<file path="src/rtl/mem_pkg.sv">
// Shared state encoding and default sizes for the shared-memory arbiter.
package mem_pkg;

  localparam int DEF_ADDR_W  = 8;
  localparam int DEF_DATA_W  = 16;
  localparam int DEF_TIMEOUT = 15;
  localparam int CNT_W       = 4;

  typedef enum logic [1:0] {
    IDLE,
    ACCESS,
    WAIT,
    RESP
  } state_e;

endpackage

</file>
<file path="src/rtl/rr_arb2.sv">
// Two-way round-robin grant: a tie goes to the port that was not served last.
module rr_arb2 (
  input  logic req0_i,
  input  logic req1_i,
  input  logic last_i,
  output logic valid_o,
  output logic gnt_o
);

  always_comb begin
    valid_o = req0_i | req1_i;
    gnt_o   = (req0_i & req1_i) ? ~last_i : req1_i;
  end

endmodule

</file>
<file path="src/rtl/mem_arbiter.sv">
// Serialises two requesters onto the single memory port and returns ack/err pulses.
module mem_arbiter
  import mem_pkg::*;
#(
  parameter int ADDR_W  = DEF_ADDR_W,
  parameter int DATA_W  = DEF_DATA_W,
  parameter int TIMEOUT = DEF_TIMEOUT
) (
  input  logic              clk,
  input  logic              rst_n,
  input  logic              req0,
  input  logic              req1,
  input  logic              we0,
  input  logic              we1,
  input  logic [ADDR_W-1:0] addr0,
  input  logic [ADDR_W-1:0] addr1,
  input  logic [DATA_W-1:0] wdata0,
  input  logic [DATA_W-1:0] wdata1,
  output logic              ack0,
  output logic              ack1,
  output logic              err0,
  output logic              err1,
  output logic [DATA_W-1:0] rdata0,
  output logic [DATA_W-1:0] rdata1,
  output logic              busy,
  output logic              mem_read,
  output logic              mem_write,
  output logic [ADDR_W-1:0] mem_addr,
  output logic [DATA_W-1:0] mem_wdata,
  input  logic              mem_rdy,
  input  logic [DATA_W-1:0] mem_rdata
);

  localparam logic [CNT_W-1:0] CNT_LAST = CNT_W'(TIMEOUT - 1);

  state_e            state_q, state_d;
  logic              last_q, last_d;
  logic              port_q, port_d;
  logic              we_q, we_d;
  logic [ADDR_W-1:0] addr_q, addr_d;
  logic [DATA_W-1:0] wdata_q, wdata_d;
  logic [CNT_W-1:0]  cnt_q, cnt_d;
  logic              rd_q, rd_d;
  logic              wr_q, wr_d;
  logic              err_q, err_d;
  logic [DATA_W-1:0] rdata0_q, rdata0_d;
  logic [DATA_W-1:0] rdata1_q, rdata1_d;
  logic              gntValid, gntPort, capture;

  rr_arb2 u_arb (
    .req0_i  (req0),
    .req1_i  (req1),
    .last_i  (last_q),
    .valid_o (gntValid),
    .gnt_o   (gntPort)
  );

  always_ff @(posedge clk or negedge rst_n) begin
    if (!rst_n) begin
      state_q  <= IDLE;
      last_q   <= 1'b1;
      port_q   <= 1'b0;
      we_q     <= 1'b0;
      addr_q   <= '0;
      wdata_q  <= '0;
      cnt_q    <= '0;
      rd_q     <= 1'b0;
      wr_q     <= 1'b0;
      err_q    <= 1'b0;
      rdata0_q <= '0;
      rdata1_q <= '0;
    end else begin
      state_q  <= state_d;
      last_q   <= last_d;
      port_q   <= port_d;
      we_q     <= we_d;
      addr_q   <= addr_d;
      wdata_q  <= wdata_d;
      cnt_q    <= cnt_d;
      rd_q     <= rd_d;
      wr_q     <= wr_d;
      err_q    <= err_d;
      rdata0_q <= rdata0_d;
      rdata1_q <= rdata1_d;
    end
  end

  // Strobes are computed one cycle ahead so every memory-side output comes from a flop.
  always_comb begin
    state_d  = state_q;
    last_d   = last_q;
    port_d   = port_q;
    we_d     = we_q;
    addr_d   = addr_q;
    wdata_d  = wdata_q;
    cnt_d    = cnt_q;
    rd_d     = rd_q;
    wr_d     = 1'b0;
    err_d    = err_q;
    rdata0_d = rdata0_q;
    rdata1_d = rdata1_q;
    capture  = 1'b0;
    unique case (state_q)
      IDLE: begin
        if (gntValid) begin
          port_d  = gntPort;
          last_d  = gntPort;
          we_d    = gntPort ? we1 : we0;
          addr_d  = gntPort ? addr1 : addr0;
          wdata_d = gntPort ? wdata1 : wdata0;
          rd_d    = ~we_d;
          wr_d    = we_d;
          err_d   = 1'b0;
          cnt_d   = '0;
          state_d = ACCESS;
        end
      end
      ACCESS: begin
        if (we_q) begin
          state_d = WAIT;
        end else if (mem_rdy) begin
          capture = 1'b1;
          rd_d    = 1'b0;
          state_d = RESP;
        end else begin
          state_d = WAIT;
        end
      end
      WAIT: begin
        cnt_d = cnt_q + 1'b1;
        if (mem_rdy) begin
          capture = ~we_q;
          rd_d    = 1'b0;
          state_d = RESP;
        end else if (cnt_q == CNT_LAST) begin
          err_d   = 1'b1;
          rd_d    = 1'b0;
          state_d = RESP;
        end
      end
      RESP: begin
        cnt_d   = '0;
        state_d = IDLE;
      end
      default: state_d = IDLE;
    endcase
    if (capture) begin
      if (port_q) rdata1_d = mem_rdata;
      else        rdata0_d = mem_rdata;
    end
  end

  assign busy      = (state_q != IDLE);
  assign ack0      = (state_q == RESP) & ~err_q & ~port_q;
  assign ack1      = (state_q == RESP) & ~err_q &  port_q;
  assign err0      = (state_q == RESP) &  err_q & ~port_q;
  assign err1      = (state_q == RESP) &  err_q &  port_q;
  assign mem_read  = rd_q;
  assign mem_write = wr_q;
  assign mem_addr  = addr_q;
  assign mem_wdata = wdata_q;
  assign rdata0    = rdata0_q;
  assign rdata1    = rdata1_q;

endmodule

</file>
<file path="config.mk">
export PLATFORM = sky130hd
export DESIGN_NAME = mem_arbiter
export DESIGN_NICKNAME = d
export VERILOG_FILES = /design/src/rtl/mem_pkg.sv /design/src/rtl/rr_arb2.sv /design/src/rtl/mem_arbiter.sv
export SDC_FILE = /design/constraint.sdc
export NUM_CORES = 1
export LEC_CHECK = 0
export ABC_CLOCK_PERIOD_IN_PS = 2000
export CAP_MARGIN = 20
export CORE_MARGIN = 8
export CORE_UTILIZATION = 35
export DETAILED_ROUTE_END_ITERATION = 10
export GPL_ROUTABILITY_DRIVEN = 1
export PLACE_DENSITY = 0.68
export SYNTH_ARGS = -nofsm -noshare
export SYNTH_HDL_FRONTEND = slang
export SYNTH_SLANG_ARGS = --single-unit
</file>
<file path="constraint.sdc">
create_clock -name clk -period 2 [get_ports clk]
set_clock_uncertainty 0.05 [all_clocks]
set_input_delay 0.2 -clock clk [delete_from_list [all_inputs] [get_ports clk]]
set_output_delay 0.2 -clock clk [all_outputs]
set_load 0.01 [all_outputs]
</file>
==> metrics, run 1 <==
status=finished clean; Cell Count, Final, Fillers Out=506; GP Congestion=0.806; Die Area=12100 sq um; Clock Path Buffers=2; vias=2376; die height=110 microns; CTS root buffer=clkbuf_8; Via density=4.70; fill cell count=775; R2R Path Start=state_q[1]; DR iter-0 viols=58; DRT Pass-1 Iters=5; total CTS buffers=9; Post-Syn Instances=247; TNS Setup=0 ns; arrival time worst endpoint=2.02 ns; Worst-Margin Slew=0.448 ns; register area share after synthesis=54.8%; starting density of the core=35.8%; critical path endpoint category=flip-flop; antenna violations before repair=0; grt ovf=0; Avg Cell Area, Syn=12.6 sq um; Placed Instances=487; Worst slew margin=70.1%; nature of the critical path startpoint=flip-flop; leakage=2.22 nW; PD cells=1420 nW/um^2; max-cap check violation count=0; Die X=110 microns; num rows=34; syn nets=326; wire per inst=15.9 microns; share of cells above drive strength 1=17.3%; global-route wire length before repair=12600 microns; Post-Synthesis Cell Area=3110 sq um; Antenna Nets Post-Route=0; DRT Wirelength=8050 microns; Final period util=92.9%; synth warn=0; Antenna Cells=0; Worst-Skew Late Latency=0.32 ns; CP Data Required Time=2.16 ns; clk sinks=68; RSZ-0062 raised after global routing=no; Final min period=1.86 ns; simple-gate area share of the yosys netlist=8.14%; Max FO, Critical Path=16; largest net degree at the start of global routing=39; core area=8680 sq um; Synth Area in XOR/XNOR=0%; I/O Pins=134; storage element area=1700 sq um; largest family of logic cells by synthesized area=multiplexers; area of the multi-input gates=1310 sq um; Final Hold Fails=0; # DRC=0; CTS tree=done; Overall Global Routing Usage=13.1%; top achievable clock speed=538 MHz; P&R area growth vs syn=56.6%; Netlist cell types=40; VDD IR max=0.515 mV; kind of critical path=flip-flop to flip-flop; H-tree levels=3; compound-gate portion of the synthesized area=8.66%; layout net count=473; Yosys reg bits=68; PortBufs=133; area share of fa/ha/maj cells after synthesis=3.22%; clock-pin slew of the registers on the worst-case setup and hold paths=0.07 ns; multiplexer share of the synthesized area=21.6%; Tot Pwr=6.92 mW; fin. max-slew vios=0; crit path launch=state_q[1]; HPWL Detailed=6330 microns; Hold WC Path Type=input port to asynchronous set/reset pin; number of global-route vias before repair=2478; Finish-stage setup viols=0
## cells in the mapped netlist, drive strengths merged
cell    number  area, sq um
a21boi       2         18.8
a21o         2         15.0
a21oi        5         25.0
a221oi       1         8.76
a22o         3         27.5
a31oi        1         6.26
a41o         1         10.0
and2b        1         7.51
and3         1         6.26
buf          7         73.8
clkbuf       5         18.8
dfrtp       67         1680
dfstp        1         26.3
ha           8          100
inv          5         18.8
mux2        34          420
mux2i       25          250
nand2       31          119
nand2b       2         12.5
nand3        2         10.0
nor2         4         15.0
nor2b        1         6.26
nor3         2         21.3
nor3b        3         33.8
o21ai       29          149
o22a         1         8.76
or2          1         6.26
or3          1         6.26
or3b         1         8.76
## layout make-up
type	count	area share, %
sequential	68	35.0
timing repair buffer	148	30.7
multi-input combinational	162	26.9
tap	108	2.78
clock buffer	10	2.62
clock inverter	5	1.59
inverter	5	0.386
## repair_timing
action / CTS / global route
hold buffers: 1 / 0
hold endpoints to repair: 18 / 0
gates resized for setup: 3 / 2
cloned: 0 / 0
endpoints found under the setup margin: 2 / 2
setup buffers: 3 / 0
## routing by layer
metal	wire length (microns)	global-route usage [%]	part of all wire [%]	vias up
met2	3690	20.3	46	83
li1	-	-	-	1157
met5	0	0	0	-
met3	722	5.00	9.0	4
met1	3600	17.0	45	1132
met4	43	3.43	0.53	0
## critical path, stage by stage, from the launching register on
cell and delay (ns):
dfrtp_1 0.40, buf_4 0.15, ha_1 0.26, o21ai_2 0.21, nor2_1 0.07, nand2_2 0.09
buf_12 0.17, mux2_2 0.34
## cells in the final DEF (no fill, tap or decap), drive strengths merged, types with 3 or more instances in the layout
master / count
clkdlybuf4s50: 127
dfrtp: 67
mux2: 34
nand2: 31
o21ai: 29
mux2i: 25
buf: 15
clkbuf: 10
ha: 8
inv: 5
a21oi: 5
nor2: 4
dlygate4sd2: 3
nor3b: 3
a22o: 3
## stage by stage
stage                     util, %  setup slack, ns  hold WS, ns  area [sq um]
after floorplan                 -            0.178       -0.146          3110
after global placement       53.3            0.172        0.121          4630
after detailed placement     53.3           0.0919        0.124          4630
after CTS                    56.0          0.00860        0.295          4860
after global routing         56.1           0.0113        0.305          4870
final                        56.1            0.141        0.293          4870
## cells by family after synthesis
kind of cell / Yosys count
AOI/OAI and AO/OA: 45
adders and majority gates: 8
buffers and inverters: 17
DFF: 68
muxes: 59
and+or+nand+nor: 50
## final timing paths
path / to / slack [ns] / cells after the start
max: rdata1[6] / 0.14 / 7
min: rdata1[3] / 0.29 / 2
max reg2reg: rdata1[6] / 0.14 / 7
min reg2reg: mem_wdata[12] / 0.43 / 2
max in group asynchronous: mem_wdata[3] / 0.87 / 4
min in group clk: mem_wdata[12] / 0.43 / 2
## power breakdown
part | switching (mW) | internal [mW]
sequential | 0.360 | 2.02
clock | 0.497 | 0.692
combinational | 1.39 | 1.95
## sequential cells by signal, summed over array words and instances (netlist names)
register,flops
state_q,2
cnt_q,4
mem_read,1
mem_addr,8
rdata1,16
err_q,1
port_q,1
we_q,1
mem_write,1
rdata0,16
last_q,1
mem_wdata,16
Power figures use the tool's default switching activity.
==> run 2, diff against run 1 <==
ABC_CLOCK_PERIOD_IN_PS = 1700   (was 2000)
GPL_TIMING_DRIVEN = 0   (was unset)
PLACE_DENSITY = 0.71   (was 0.68)
clock period = 1.7 ns   (was 2 ns; I/O delays follow)
==> metrics, run 2 (same netlist as run 1, synthesis figures left out) <==
vias=2517 (was 2376); CP Data Required Time=1.87 ns (was 2.16 ns); Worst slew margin=43.1% (was 70.1%); arrival time worst endpoint=1.99 ns (was 2.02 ns); number of global-route vias before repair=2717 (was 2478); Clock Path Buffers=2 (unchanged); largest net degree at the start of global routing=69 (was 39); Placed Instances=488 (was 487); Worst-Skew Late Latency=0.34 ns (was 0.32 ns); PortBufs=133 (unchanged); antenna violations before repair=0 (unchanged); status=finished, violations left (was finished clean); Worst Reg-to-Reg Cells=6 (was 7); Die X=110 microns (unchanged); hold_sp=wdata0[5]; Antenna Cells=0 (unchanged); max-cap check violation count=0 (unchanged); Final min period=1.82 ns (was 1.86 ns); Worst Setup Slack, final=-0.121 ns (was 0.141 ns); end of the worst hold path=mem_wdata[5]; final hold slack=0.402 ns (was 0.293 ns); Via density=4.81 (was 4.70); DR iter-0 viols=42 (was 58); top achievable clock speed=549 MHz (was 538 MHz); Comb pwr share=54.6% (was 48.3%); clk sinks=68 (unchanged); P&R area growth vs syn=64.8% (was 56.6%); Max FO, Critical Path=5 (was 16); fin. max-slew vios=0 (unchanged); die height=110 microns (unchanged); Internal=5.67 mW (was 4.67 mW); Final Hold Fails=0 (unchanged); Final period util=107% (was 92.9%); nature of the critical path startpoint=flip-flop (unchanged); Overall Global Routing Usage=14.5% (was 13.1%); H-tree levels=3 (unchanged); critical path endpoint category=flip-flop (unchanged); Finish-stage setup viols=34 (was 0); CTS tree=done (unchanged); layout net count=492 (was 473); Flop pwr share=32.8% (was 34.5%); hold path cells=3; Hold WC Path Type=input port to flip-flop (was input port to asynchronous set/reset pin); Sw Pwr=2.91 mW (was 2.25 mW); GP Congestion=0.754 (was 0.806); failing checks=setup timing; HPWL Detailed=6370 microns (was 6330 microns); core area=8680 sq um (unchanged); grt ovf=0 (unchanged); R2R Path Start=state_q[0] (was state_q[1]); worst reg2reg path endpoint=rdata0[10] (was rdata1[6]); wire per inst=17.1 microns (was 15.9 microns); share of cells above drive strength 1=26.5% (was 17.3%); RSZ-0062 raised after global routing=yes (was no); DRT Pass-1 Iters=4 (was 5); PD cells=1680 nW/um^2 (was 1420 nW/um^2); total CTS buffers=9 (unchanged); DRT Wirelength=8950 microns (was 8050 microns); reg-to-reg setup timing slack=-0.12 ns (was 0.14 ns); clock share of power=12.6% (was 17.2%); # DRC=0 (unchanged); most frequent cells in the layout=127 x clkdlybuf4s50_1, 66 x dfrtp_1, 30 x nand2_1, 28 x mux2_4, 25 x mux2i_1 (was 127 x clkdlybuf4s50_1, 67 x dfrtp_1, 30 x nand2_1, 25 x mux2i_1, 25 x o21ai_0); I/O Pins=134 (unchanged); worst slack, placed=-0.300 ns (was 0.0919 ns); Worst-Margin Slew=0.854 ns (was 0.448 ns); num rows=34 (unchanged); global-route wire length before repair=13800 microns (was 12600 microns); kind of critical path=flip-flop to flip-flop (unchanged); clock-pin slew of the registers on the worst-case setup and hold paths=0.07 ns (about the same); commonest non-fill, non-tap cell in the layout=clkdlybuf4s50_1 (unchanged); Antenna Nets Post-Route=0 (unchanged); CTS root buffer=clkbuf_8 (unchanged); VDD IR max=0.701 mV (was 0.515 mV); Net Sw Frac=33.9% (was 32.5%); starting density of the core=35.8% (unchanged); Die Area=12100 sq um (unchanged); leakage=2.32 nW (was 2.22 nW); Cell Count, Final, Fillers Out=523 (was 506)
-- run 2: cell count changes in the layout (fill, tap and decap cells not counted), sizes merged --
cell | before | now
dlymetal6s2s | 2 | 0
clkbuf | 10 | 13
buf | 15 | 36
bufinv | 2 | 0
dlygate4sd2 | 3 | 0
-- run 2: timing repair --
action / CTS / global route
hold buffers: 1 / 0
resized for setup: 37 / 55
buffers inserted: 18 / 6
pin swaps: 3 / 9
hold endpoints to repair: 67 / 0
gates cloned: 1 / 1
endpoints found under the setup margin: 68 / 69
-- run 2: per-layer routing --
metal	up-vias	GRT usage [%]	wire, microns
met5	-	0	0
met4	0	3.43	48
met3	6	5.70	688
met2	81	23.9	4480
met1	1237	17.6	3740
li1	1193	-	-
-- run 2: layout make-up --
type / instances / area (sq um)
clock buffers: 10 / 128
repair buffers: 157 / 1560
multi-input cells: 162 / 1470
clock inverters: 3 / 17.5
plain buffers: 10 / 90.1
fillers: 755 / 3560
flip-flops and latches: 68 / 1700
inverters: 5 / 21.3
well taps: 108 / 135
-- run 2: how the worst max path moves through the flow --
stage,endpoint,from,cells after the start,slack [ns]
after floorplan,rdata0[10],state_q[0],6,-0.07
after global placement,mem_wdata[14],rst_n,1,-1.92
after detailed placement,rdata0[6],mem_rdy,5,-0.30
after CTS,rdata0[6],state_q[1],6,-0.14
after global routing,rdata0[9],state_q[0],6,-0.20
final,rdata0[10],state_q[0],6,-0.12
-- run 2: stage by stage --
step	cell area, sq um	utilization [%]	power (mW)	TNS [ns]
after global placement	4590	52.9	6.75	-139.25
after floorplan	3130	-	4.75	-0.864
after global routing	5120	59.0	9.15	-5.75
after CTS	5000	57.7	8.37	-3.26
final	5120	59.0	8.58	-3.17
after detailed placement	4590	52.9	6.86	-10.93
-- run 2: power by group through the flow --
stage	Sequential (mW)	Combinational, mW	Clock, mW
after global routing	2.91	5.04	1.20
final	2.82	4.68	1.08
after floorplan	3.11	1.65	0
after global placement	2.80	3.94	0
after detailed placement	2.84	4.02	0
after CTS	2.80	4.45	1.12
-- run 2: worst max-delay path: stages (launching register included) --
cell and delay (ns):
dfrtp_1 0.42, inv_2 0.11, ha_4 0.31, o21ai_4 0.07
nor3_4 0.24, buf_6 0.19, mux2_4 0.31
==> run 3, diff against run 2 <==
CORE_UTILIZATION = 38   (was 35)
GPL_TIMING_DRIVEN = unset   (was 0)
PLACE_DENSITY = 0.76   (was 0.71)
==> metrics, run 3 (same netlist as run 1, synthesis figures left out) <==
Worst-Margin Slew=0.354 ns (was 0.854 ns); core area=8050 sq um (was 8680 sq um); Final period util=103% (was 107%); failing checks=setup timing (unchanged); wire per inst=16.2 microns (was 17.1 microns); Die Area=11300 sq um (was 12100 sq um); PortBufs=133 (unchanged); nature of the critical path startpoint=flip-flop (unchanged); DR iter-0 viols=98 (was 42); VDD IR max=0.722 mV (was 0.701 mV); num rows=33 (was 34); R2R Path Start=state_q[0] (unchanged); Tot Pwr=8.40 mW (was 8.58 mW); crit path launch=state_q[0] (unchanged); fill cell count=654 (was 755); arrival time worst endpoint=1.92 ns (was 1.99 ns); H-tree levels=3 (unchanged); die height=106 microns (was 110 microns); DRT Wirelength=8390 microns (was 8950 microns); top achievable clock speed=574 MHz (was 549 MHz); status=finished, violations left (unchanged); Via density=4.74 (was 4.81); Overall Global Routing Usage=14.8% (was 14.5%); starting density of the core=38.6% (was 35.8%); Finish-stage setup viols=27 (was 34); crit-path cells=buf_4 > ha_4 > o21ai_4 > nor2_1 > nand2_2 > buf_12 > mux2_2 (was inv_2 > ha_4 > o21ai_4 > nor3_4 > buf_6 > mux2_4); Clock Path Buffers=2 (unchanged); clk sinks=68 (unchanged); Worst slew margin=76.4% (was 43.1%); HPWL Detailed=6300 microns (was 6370 microns); CTS tree=done (unchanged); largest net degree at the start of global routing=69 (unchanged); grt ovf=0 (unchanged); vias=2449 (was 2517); GP Congestion=0.823 (was 0.754); DRT Pass-1 Iters=4 (unchanged); fin. max-slew vios=0 (unchanged); global-route wire length before repair=13500 microns (was 13800 microns); antenna violations before repair=0 (unchanged); Final Hold Fails=0 (unchanged); clock-pin slew of the registers on the worst-case setup and hold paths=0.08 ns (was 0.07 ns); # DRC=0 (unchanged); Final min period=1.74 ns (was 1.82 ns); worst stage delay on the critical path=0.41 ns (was 0.42 ns); kind of critical path=flip-flop to flip-flop (unchanged); Worst-Skew Late Latency=0.34 ns (about the same); critical path endpoint category=flip-flop (unchanged); total CTS buffers=9 (unchanged); I/O Pins=134 (unchanged); Max FO, Critical Path=16 (was 5); RSZ-0062 raised after global routing=yes (unchanged); leakage=2.26 nW (was 2.32 nW); worst slack, placed=-0.0733 ns (was -0.300 ns); CP Data Required Time=1.88 ns (was 1.87 ns); Worst Setup Slack, final=-0.0427 ns (was -0.121 ns); Critical Path Slowest Stage Cell=dfrtp_1 (unchanged); post-layout util=62.7% (was 59.0%); layout net count=486 (was 492); CTS root buffer=clkbuf_8 (unchanged); commonest non-fill, non-tap cell in the layout=clkdlybuf4s50_1 (unchanged); final hold slack=0.335 ns (was 0.402 ns); P&R area growth vs syn=62.6% (was 64.8%); Hold WC Path Type=input port to asynchronous set/reset pin (was input port to flip-flop); share of cells above drive strength 1=25.0% (was 26.5%); Antenna Cells=0 (unchanged); max-cap check violation count=0 (unchanged); number of global-route vias before repair=2704 (was 2717); Die X=106 microns (was 110 microns); most frequent cells in the layout=127 x clkdlybuf4s50_1, 67 x dfrtp_1, 30 x nand2_1, 25 x mux2i_1, 24 x o21ai_0 (was 127 x clkdlybuf4s50_1, 66 x dfrtp_1, 30 x nand2_1, 28 x mux2_4, 25 x mux2i_1); Antenna Nets Post-Route=0 (unchanged); PD cells=1660 nW/um^2 (was 1680 nW/um^2)
run 3: changes by cell type in the layout (fill, tap and decap cells not counted), sizes merged:
cell / delta
clkdlybuf4s15: +1
clkinv: +3
dlygate4sd2: +1
clkinvlp: -1
buf: -7
run 3: stage by stage:
step                      cell area, sq um  instances  TNS, ns
after floorplan                       3130        247   -0.864
after global placement                4710        492   -0.186
after detailed placement              4710        492    -1.40
after CTS                             4990        515   -0.340
after global routing                  5050        517    -2.60
final                                 5050        517   -0.553
run 3: worst paths after layout:
kind	end	slack [ns]	depth (start not counted)
setup reg to reg	rdata1[3]	-0.04	7
hold reg to reg	mem_wdata[1]	0.43	2
max in group asynchronous	last_q	0.96	3
hold / removal	rdata1[2]	0.33	3
min in group clk	mem_wdata[13]	0.41	3
setup / recovery	rdata1[3]	-0.04	7
run 3: routing by layer:
metal / wire length (microns) / GRT usage [%]
met4: 91 / 6.13
met1: 3480 / 17.0
met3: 693 / 6.11
met5: 0 / 0
met2: 4120 / 23.9
run 3: report_power, final:
part	internal, mW	total (mW)	switching [mW]
Sequential	2.38	2.84	0.461
Clock	0.523	1.12	0.595
Combinational	2.63	4.44	1.80
run 3: layout make-up:
type / count / area, sq um / area share, %
multi-input combinational: 162 / 1450 / 28.7
sequential: 68 / 1700 / 33.7
clock buffer: 11 / 131 / 2.60
inverter: 5 / 18.8 / 0.372
tap: 105 / 131 / 2.60
clock inverter: 5 / 28.8 / 0.570
timing repair buffer: 161 / 1590 / 31.4
run 3: what timing repair did:
action                                  4_1_cts  5_1_grt
pin swaps                                     2        0
hold endpoints to repair                     67        0
resized for setup                            24       17
hold buffers                                  1        0
endpoints found under the setup margin       39       40
setup buffers                                 6        2
run 3: worst max-delay path, delay by kind of cell, from the launching register on:
family,cells,cell delay [ns]
flip-flops,1,0.41
multiplexers,1,0.34
buffers and inverters,2,0.33
AO/OA/AOI/OAI,1,0.17
adder cells (fa/ha/maj),1,0.16
AND/OR/NAND/NOR,2,0.15
